[src/rtl/hb_interp.sv]
// Half-band interpolate-by-2 filter: each accepted sample produces an even-branch
// output (A) followed by a centre-tap output (B) on a valid/ready stream.
module hb_interp (
  input  logic        clk,
  input  logic        reset,
  input  logic [15:0] x_in,
  input  logic        in_valid,
  output logic        in_ready,
  output logic [15:0] y_out,
  output logic        out_valid,
  input  logic        out_ready
);

  typedef enum logic [1:0] {StIdle, StCalc, StOutA, StOutB} state_e;

  localparam logic signed [15:0] W13 = 16'sd16383;

  state_e             state_q, state_d;
  logic signed [15:0] dly_q [14];
  logic        [15:0] y_q, y_d;
  logic               out_valid_q, out_valid_d;
  logic               accept;

  logic signed [16:0] pre;
  logic signed [32:0] prod;
  logic signed [35:0] acc_a;
  logic signed [35:0] acc_b;

  // Even-branch coefficient for the symmetric pair (d[k], d[13-k]).
  function automatic logic signed [15:0] coef(input int k);
    case (k)
      0:       coef = 16'sd459;
      1:       coef = -16'sd484;
      2:       coef = 16'sd749;
      3:       coef = -16'sd1154;
      4:       coef = 16'sd1834;
      5:       coef = -16'sd3323;
      default: coef = 16'sd10377;
    endcase
  endfunction

  // Floor shift by 14 then clamp to the signed 16-bit range.
  function automatic logic [15:0] sat16(input logic signed [35:0] v);
    logic signed [35:0] s;
    s = v >>> 14;
    if (s > 36'sd32767) begin
      sat16 = 16'h7fff;
    end else if (s < -36'sd32768) begin
      sat16 = 16'h8000;
    end else begin
      sat16 = s[15:0];
    end
  endfunction

  always_comb begin
    acc_a = '0;
    pre   = '0;
    prod  = '0;
    for (int k = 0; k < 7; k++) begin
      pre   = 17'(dly_q[k]) + 17'(dly_q[13-k]);
      prod  = 33'(pre) * 33'(coef(k));
      acc_a = acc_a + 36'(prod);
    end
    acc_b = 36'(dly_q[6]) * 36'(W13);
  end

  assign in_ready  = (state_q == StIdle);
  assign accept    = in_valid && in_ready;
  assign y_out     = y_q;
  assign out_valid = out_valid_q;

  always_comb begin
    state_d     = state_q;
    y_d         = y_q;
    out_valid_d = out_valid_q;
    unique case (state_q)
      StIdle: begin
        if (in_valid) state_d = StCalc;
      end
      StCalc: begin
        y_d         = sat16(acc_a);
        out_valid_d = 1'b1;
        state_d     = StOutA;
      end
      StOutA: begin
        if (out_ready) begin
          y_d     = sat16(acc_b);
          state_d = StOutB;
        end
      end
      StOutB: begin
        if (out_ready) begin
          out_valid_d = 1'b0;
          state_d     = StIdle;
        end
      end
      default: state_d = StIdle;
    endcase
  end

  always_ff @(posedge clk) begin
    if (reset) begin
      state_q     <= StIdle;
      y_q         <= '0;
      out_valid_q <= 1'b0;
      for (int k = 0; k < 14; k++) dly_q[k] <= '0;
    end else begin
      state_q     <= state_d;
      y_q         <= y_d;
      out_valid_q <= out_valid_d;
      if (accept) begin
        dly_q[0] <= $signed(x_in);
        for (int k = 1; k < 14; k++) dly_q[k] <= dly_q[k-1];
      end
    end
  end

endmodule
[config.mk]
export PLATFORM = sky130hd
export DESIGN_NAME = hb_interp
export DESIGN_NICKNAME = d
export VERILOG_FILES = /design/src/rtl/hb_interp.sv
export SDC_FILE = /design/constraint.sdc
export NUM_CORES = 2
export LEC_CHECK = 0
export CORE_MARGIN = 10
export CORE_UTILIZATION = 45
export DETAILED_ROUTE_END_ITERATION = 16
export PLACE_DENSITY = 0.71
export SYNTH_ARGS = -nofsm -noshare
export SYNTH_HDL_FRONTEND = slang
export SYNTH_SLANG_ARGS = --single-unit
[constraint.sdc]
create_clock -name clk -period 14.1 [get_ports clk]
set_input_delay 3.525 -clock clk [delete_from_list [all_inputs] [get_ports clk]]
set_output_delay 3.525 -clock clk [all_outputs]
set_load 0.005 [all_outputs]
## Word-level counts from Yosys, hierarchy flattened

Memory sizes are Yosys's and may differ from the RTL's.
Cells that the tools add are included.

- Register bits: 19
- Memory bits (writable): 224
- Input bits: 20
- Output and inout bits: 18
- Logic and storage cells: 87
- Memories kept: 1

- Add/subtract/negate cells: 13
- Multiply operators: 8
- $lt $le $gt $ge: 4
- Equality and inequality tests: 6
- Muxes and demuxes: 31
- Bitwise operators: 14
- Reduce and logical (&&, ||, !) cells: 7

Memories:

| memory | depth | width | read ports | clocked after Yosys merged registers in | wr ports | RTL line | source |
|---|---|---|---|---|---|---|---|
| dly_q | 14 | 16 | 14 | 0 | 14 | 19 | `logic signed [15:0] dly_q [14];` |

Operator list:

| kind | number |
|---|---|
| $mux W16 | 19 |
| $add A16 B16 Y17 | 7 |
| $mul A17 B11 Y28 const B | 3 |
| $add A32 B32 Y33 | 1 |
| $add A31 B30 Y32 | 1 |
| $mul A17 B15 Y32 const B | 1 |
| $pmux W16 S2 | 1 |
| $add A30 B29 Y31 | 1 |
| $mul A16 B15 Y31 const B | 1 |
| $add A29 B29 Y30 | 1 |
| $mul A17 B13 Y30 const B | 1 |
| $add A28 B28 Y29 | 1 |
| $add A27 B27 Y28 | 1 |
| $mul A17 B10 Y27 const B | 1 |
| $mul A17 B8 Y25 const B | 1 |
| $gt A19 B16 Y1 const B | 1 |
| $lt A19 B16 Y1 const B | 1 |
| $gt A17 B16 Y1 const B | 1 |
| $lt A17 B16 Y1 const B | 1 |
| $or A1 B1 Y1 | 14 |
| $pmux W2 S4 | 1 |
| $mux W1 | 6 |
| $mux W2 | 3 |
| $ne A2 B2 Y1 const B | 3 |
| other kinds (8) | 11 |

## Logic depth before layout (Yosys ltp)

An unclocked memory read counts as a cell.

- Word-level depth: 13
- Mapped depth: 61
- Gate-level depth less buffers: 60

## Worst setup path after synthesis

No wires, ideal clock.

- Path type: reg-to-reg
- Start: mem dly_q[10][0] (netlist: dly_q[1][32])
- End: reg y_q[3] (netlist: y_out[3])
- Library setup time: 117 ps
- Data arrival time: 13650 ps
- Required time: 13983 ps
- Path slack: 333 ps
- Stages on the path, launching flop included: 55
- Path buffers: 1
- Clock period less this slack: 13767 ps
- Cells stage by stage: edfxtp_1 -> ha_1 -> inv_1 -> fa_1 -> nor2b_1 -> o21ai_1 -> a21boi_1 -> o21ai_1 -> a31oi_1 -> a41oi_1 -> a21oi_1 -> a211oi_1 -> mux2i_1 -> inv_1 -> fa_1 -> fa_1 -> fa_1 -> fa_1 -> [... 19 more ...] -> inv_1 -> fa_1 -> inv_1 -> fa_1 -> inv_1 -> ha_1 -> a21o_1 -> a21o_1 -> a21o_1 -> a21oi_1 -> nor2b_1 -> a311o_1 -> a211oi_2 -> mux2i_1 -> a21oi_4 -> buf_2 -> o41ai_1 -> a22o_1

RTL lines:

| what | RTL line | source |
|---|---|---|
| start: declaration | 19 |  |
| end signal: assignment | 109 | `y_q <= y_d;` |
| end: declaration | 20 | `logic [15:0] y_q, y_d;` |

==> summary.txt <==
STA
  – Setup ws final: 373.0 ps
  – Fin crit share: a little over nine tenths
  – Worst slew pin tran: between 1000 and 1500 ps
  – Setup TNS: 0 ps
  – Slew Limit Fails: 0
  – RSZ-0062 raised after global routing: true
  – Max Fclk: about 73 MHz
  – Final setup violation count: 0
  – Tmin final: between 10000 and 15000 ps
  – Clock Skew: 39.88 ps
  – Worst slew margin: ~17%
  – Final Hold Vio Count: 0

Hold path
  – Tightest Hold Check Type: reg2reg
  – Hold Startpoint: y_out[10]
  – Hold Path End: y_out[10]
  – WHS Path Cells: 1

Setup path
  – Most used cell, CP: fa_1
  – Reg-to-reg startpoint: dly_q[0][48]
  – Crit start category: register
  – CP Max Fanout: 5
  – WP data required: between 10000 and 15000 ps
  – Critical path's slowest cell: fa_1
  – Path depth of the worst reg2reg path: between 50 and 60
  – Worst R2R Setup Slack: approximately 370 ps
  – Critical Path End Type: register
  – CP max stage delay: about 570 ps
  – Worst R2R End: y_out[3]
  – CP arrival: between 10000 and 15000 ps
  – Crit Path Class: reg2reg

Detailed routing
  – Vias/cell: just over 5
  – DRT Pass-1 Iters: 6
  – Drt wl/cell: about 19 um
  – Routed vias: about 33000
  – 1st-iter DRT viols: 1979
  – Routed Antenna Nets: 0
  – DRC Markers: 0
  – Drt total wl: roughly 120000 um

Synth
  – Yosys warns: 0
  – Yosys reg bits: 243
  – Post-synthesis async set-or-reset flop share: 0%
  – Netlist Area Pre-Place: a little under 50000 um^2
  – Sequential element share of the synthesized area: about 14%
  – Mean Syn Cell Area: a little over 10 um^2
  – Post-Syn Instances: between 4000 and 5000
  – Top FF cell, synth: edfxtp_1
  – Synthesized Nets: 6573
  – Yosys cell types: just over 90
  – Post-synth EDFFs: 224

Outcome
  – Status: completed

Global routing
  – Gr usage total: 20.23%
  – Largest net degree at the start of global routing: 96
  – Total gr overflow: 0
  – Initial antenna violation count: 0
  – First-pass GRT wire length: about 190000 um
  – Vias in the first global route: between 30000 and 40000

Placement
  – Dpl ws: -201.1 ps
  – GP Congestion: slightly above 0.9
  – PortBufs: 37
  – Inst Count DP: between 6000 and 7000
  – Dpl hpwl: around 110000 um

Cells and area
  – Post-layout util: between 40% and 50%
  – Fill count: a little under 10000
  – Multi-input gate area: roughly 38000 um^2
  – Most common cell after layout, fill and taps aside: inv_1
  – Share of layout cells above drive strength 1: 7.888%
  – Post-Layout Cell Count: between 6000 and 7000
  – Storage element area: slightly above 7000 um^2
  – Ant diodes: 0
  – Final nets: about 6800
  – Commonest cells after routing, fill and taps aside: 1411 x inv_1, 832 x fa_1, 823 x ha_1
  – Area growth syn-to-layout: 10.02%

Clock network
  – Root Driver: clkbuf_16
  – CTS clk-pin slew, worst paths: roughly 70 ps
  – CTS buffer count: 30
  – Clock sink count: 243
  – CTS tree: done
  – Worst-Skew Late Latency: between 600 and 700 ps
  – H-tree depth: 1
  – Clk buf depth: 3
  – # hold bufs at CTS: 0

Floorplan
  – Number of I/O pins: 38
  – Core Region: between 100000 and 150000 um^2
  – Starting Density: a little under half
  – Std cell rows: around 120
  – Die Span Y: around 350 um
  – Die Wd: 351.8 um
  – DIE AREA: about 120000 um^2

Run
  – Max-cap violations: 0
[Yosys cell counts (15+ instances only)]
master | number | area, um^2
nor3_1 | 55 | 275.3
a21o_1 | 52 | 390.4
a22o_1 | 15 | 131.4
inv_1 | 1428 | 5360
clkbuf_1 | 40 | 150.1
and3_1 | 15 | 93.84
nand2_1 | 96 | 360.4
a21oi_1 | 139 | 695.7
o21bai_1 | 33 | 247.7
fa_1 | 840 | 16820
dfxtp_1 | 19 | 380.4
xnor2_1 | 185 | 1620
nand3_1 | 47 | 235.2
nor2b_1 | 84 | 525.5
o21a_1 | 21 | 157.7
nor2_1 | 142 | 533.0
and2_1 | 160 | 1001
o21ai_1 | 28 | 140.1
or2_2 | 16 | 100.1
o21ai_0 | 70 | 350.3
edfxtp_1 | 224 | 6726
xor2_1 | 80 | 700.7
nand2b_1 | 31 | 193.9
a211oi_1 | 20 | 150.1
ha_1 | 845 | 10570
[critical path, delay by kind of cell (launching register included)]
| kind | cells | cell delay [ps] |
|---|---|---|
| AOI/OAI and AO/OA | 22 | 4150 |
| and+or+nand+nor | 1 | 50 |
| xor gates and xnor gates | 3 | 530 |
| buffers and inverters | 13 | 960 |
| adders and majority gates | 17 | 7520 |
| DFF | 1 | 400 |
[flip-flops by register name (all words and copies together) (netlist names)]
register	flops
y_out	16
dly_q	224
out_valid	1
state_q	2
[cell type report]
class                   count  share of cell area [%]
repair buffers            192                   2.918
multi-input cells        3150                   69.22
flip-flops and latches    243                   13.04
clock inverters            20                  0.2664
inverters                1430                   9.851
well taps                1414                   3.247
clock buffers              36                   1.456
[stage by stage]
stage | hold WS [ps] | area [um^2]
after detailed placement | 463.3 | 52430
after CTS | 481.5 | 53400
after floorplan | 474.7 | 49530
after global routing | 513.4 | 54490
after global placement | 477.2 | 52430
final | 477.5 | 54490
[what timing repair did]
item | 4_1_cts | 5_1_grt
setup endpoints to repair | 16 | 16
buffers inserted | 0 | 35
resized for setup | 8 | 157
cloned | 0 | 1
pin swaps | 2 | 109
[layer usage]
layer	GRT usage, %	vias up	part of all wire [%]
met1	27.65	16626	43
met4	7.317	0	4.1
met2	33.33	737	48
li1	-	15516	-
met5	0	-	0
met3	1.879	173	4.3
[kinds of logic after synthesis]
group / after synthesis / synth area share (%)
XOR/XNOR: 267 / 4.752
buffers and inverters: 1475 / 11.20
adder cells (fa/ha/maj): 1685 / 55.30
other: 1 / 0.007572
multiplexers: 19 / 0.4143
flip-flops: 243 / 14.35
AO/OA/AOI/OAI: 495 / 6.760
AND/OR/NAND/NOR: 683 / 7.218
[worst max path at each step]
stage | endpoint | slack [ps] | from
after floorplan | y_out[3] | 330 | dly_q[1][32]
final | y_out[3] | 370 | dly_q[0][48]
after global placement | y_out[0] | -10 | dly_q[1][33]
after detailed placement | y_out[8] | -200 | dly_q[1][33]
after CTS | y_out[7] | 20 | dly_q[0][49]
after global routing | y_out[3] | -220 | dly_q[0][48]
Power is not shown: default switching activity piles up to over one toggle a cycle in this logic, so the estimate is an artifact.
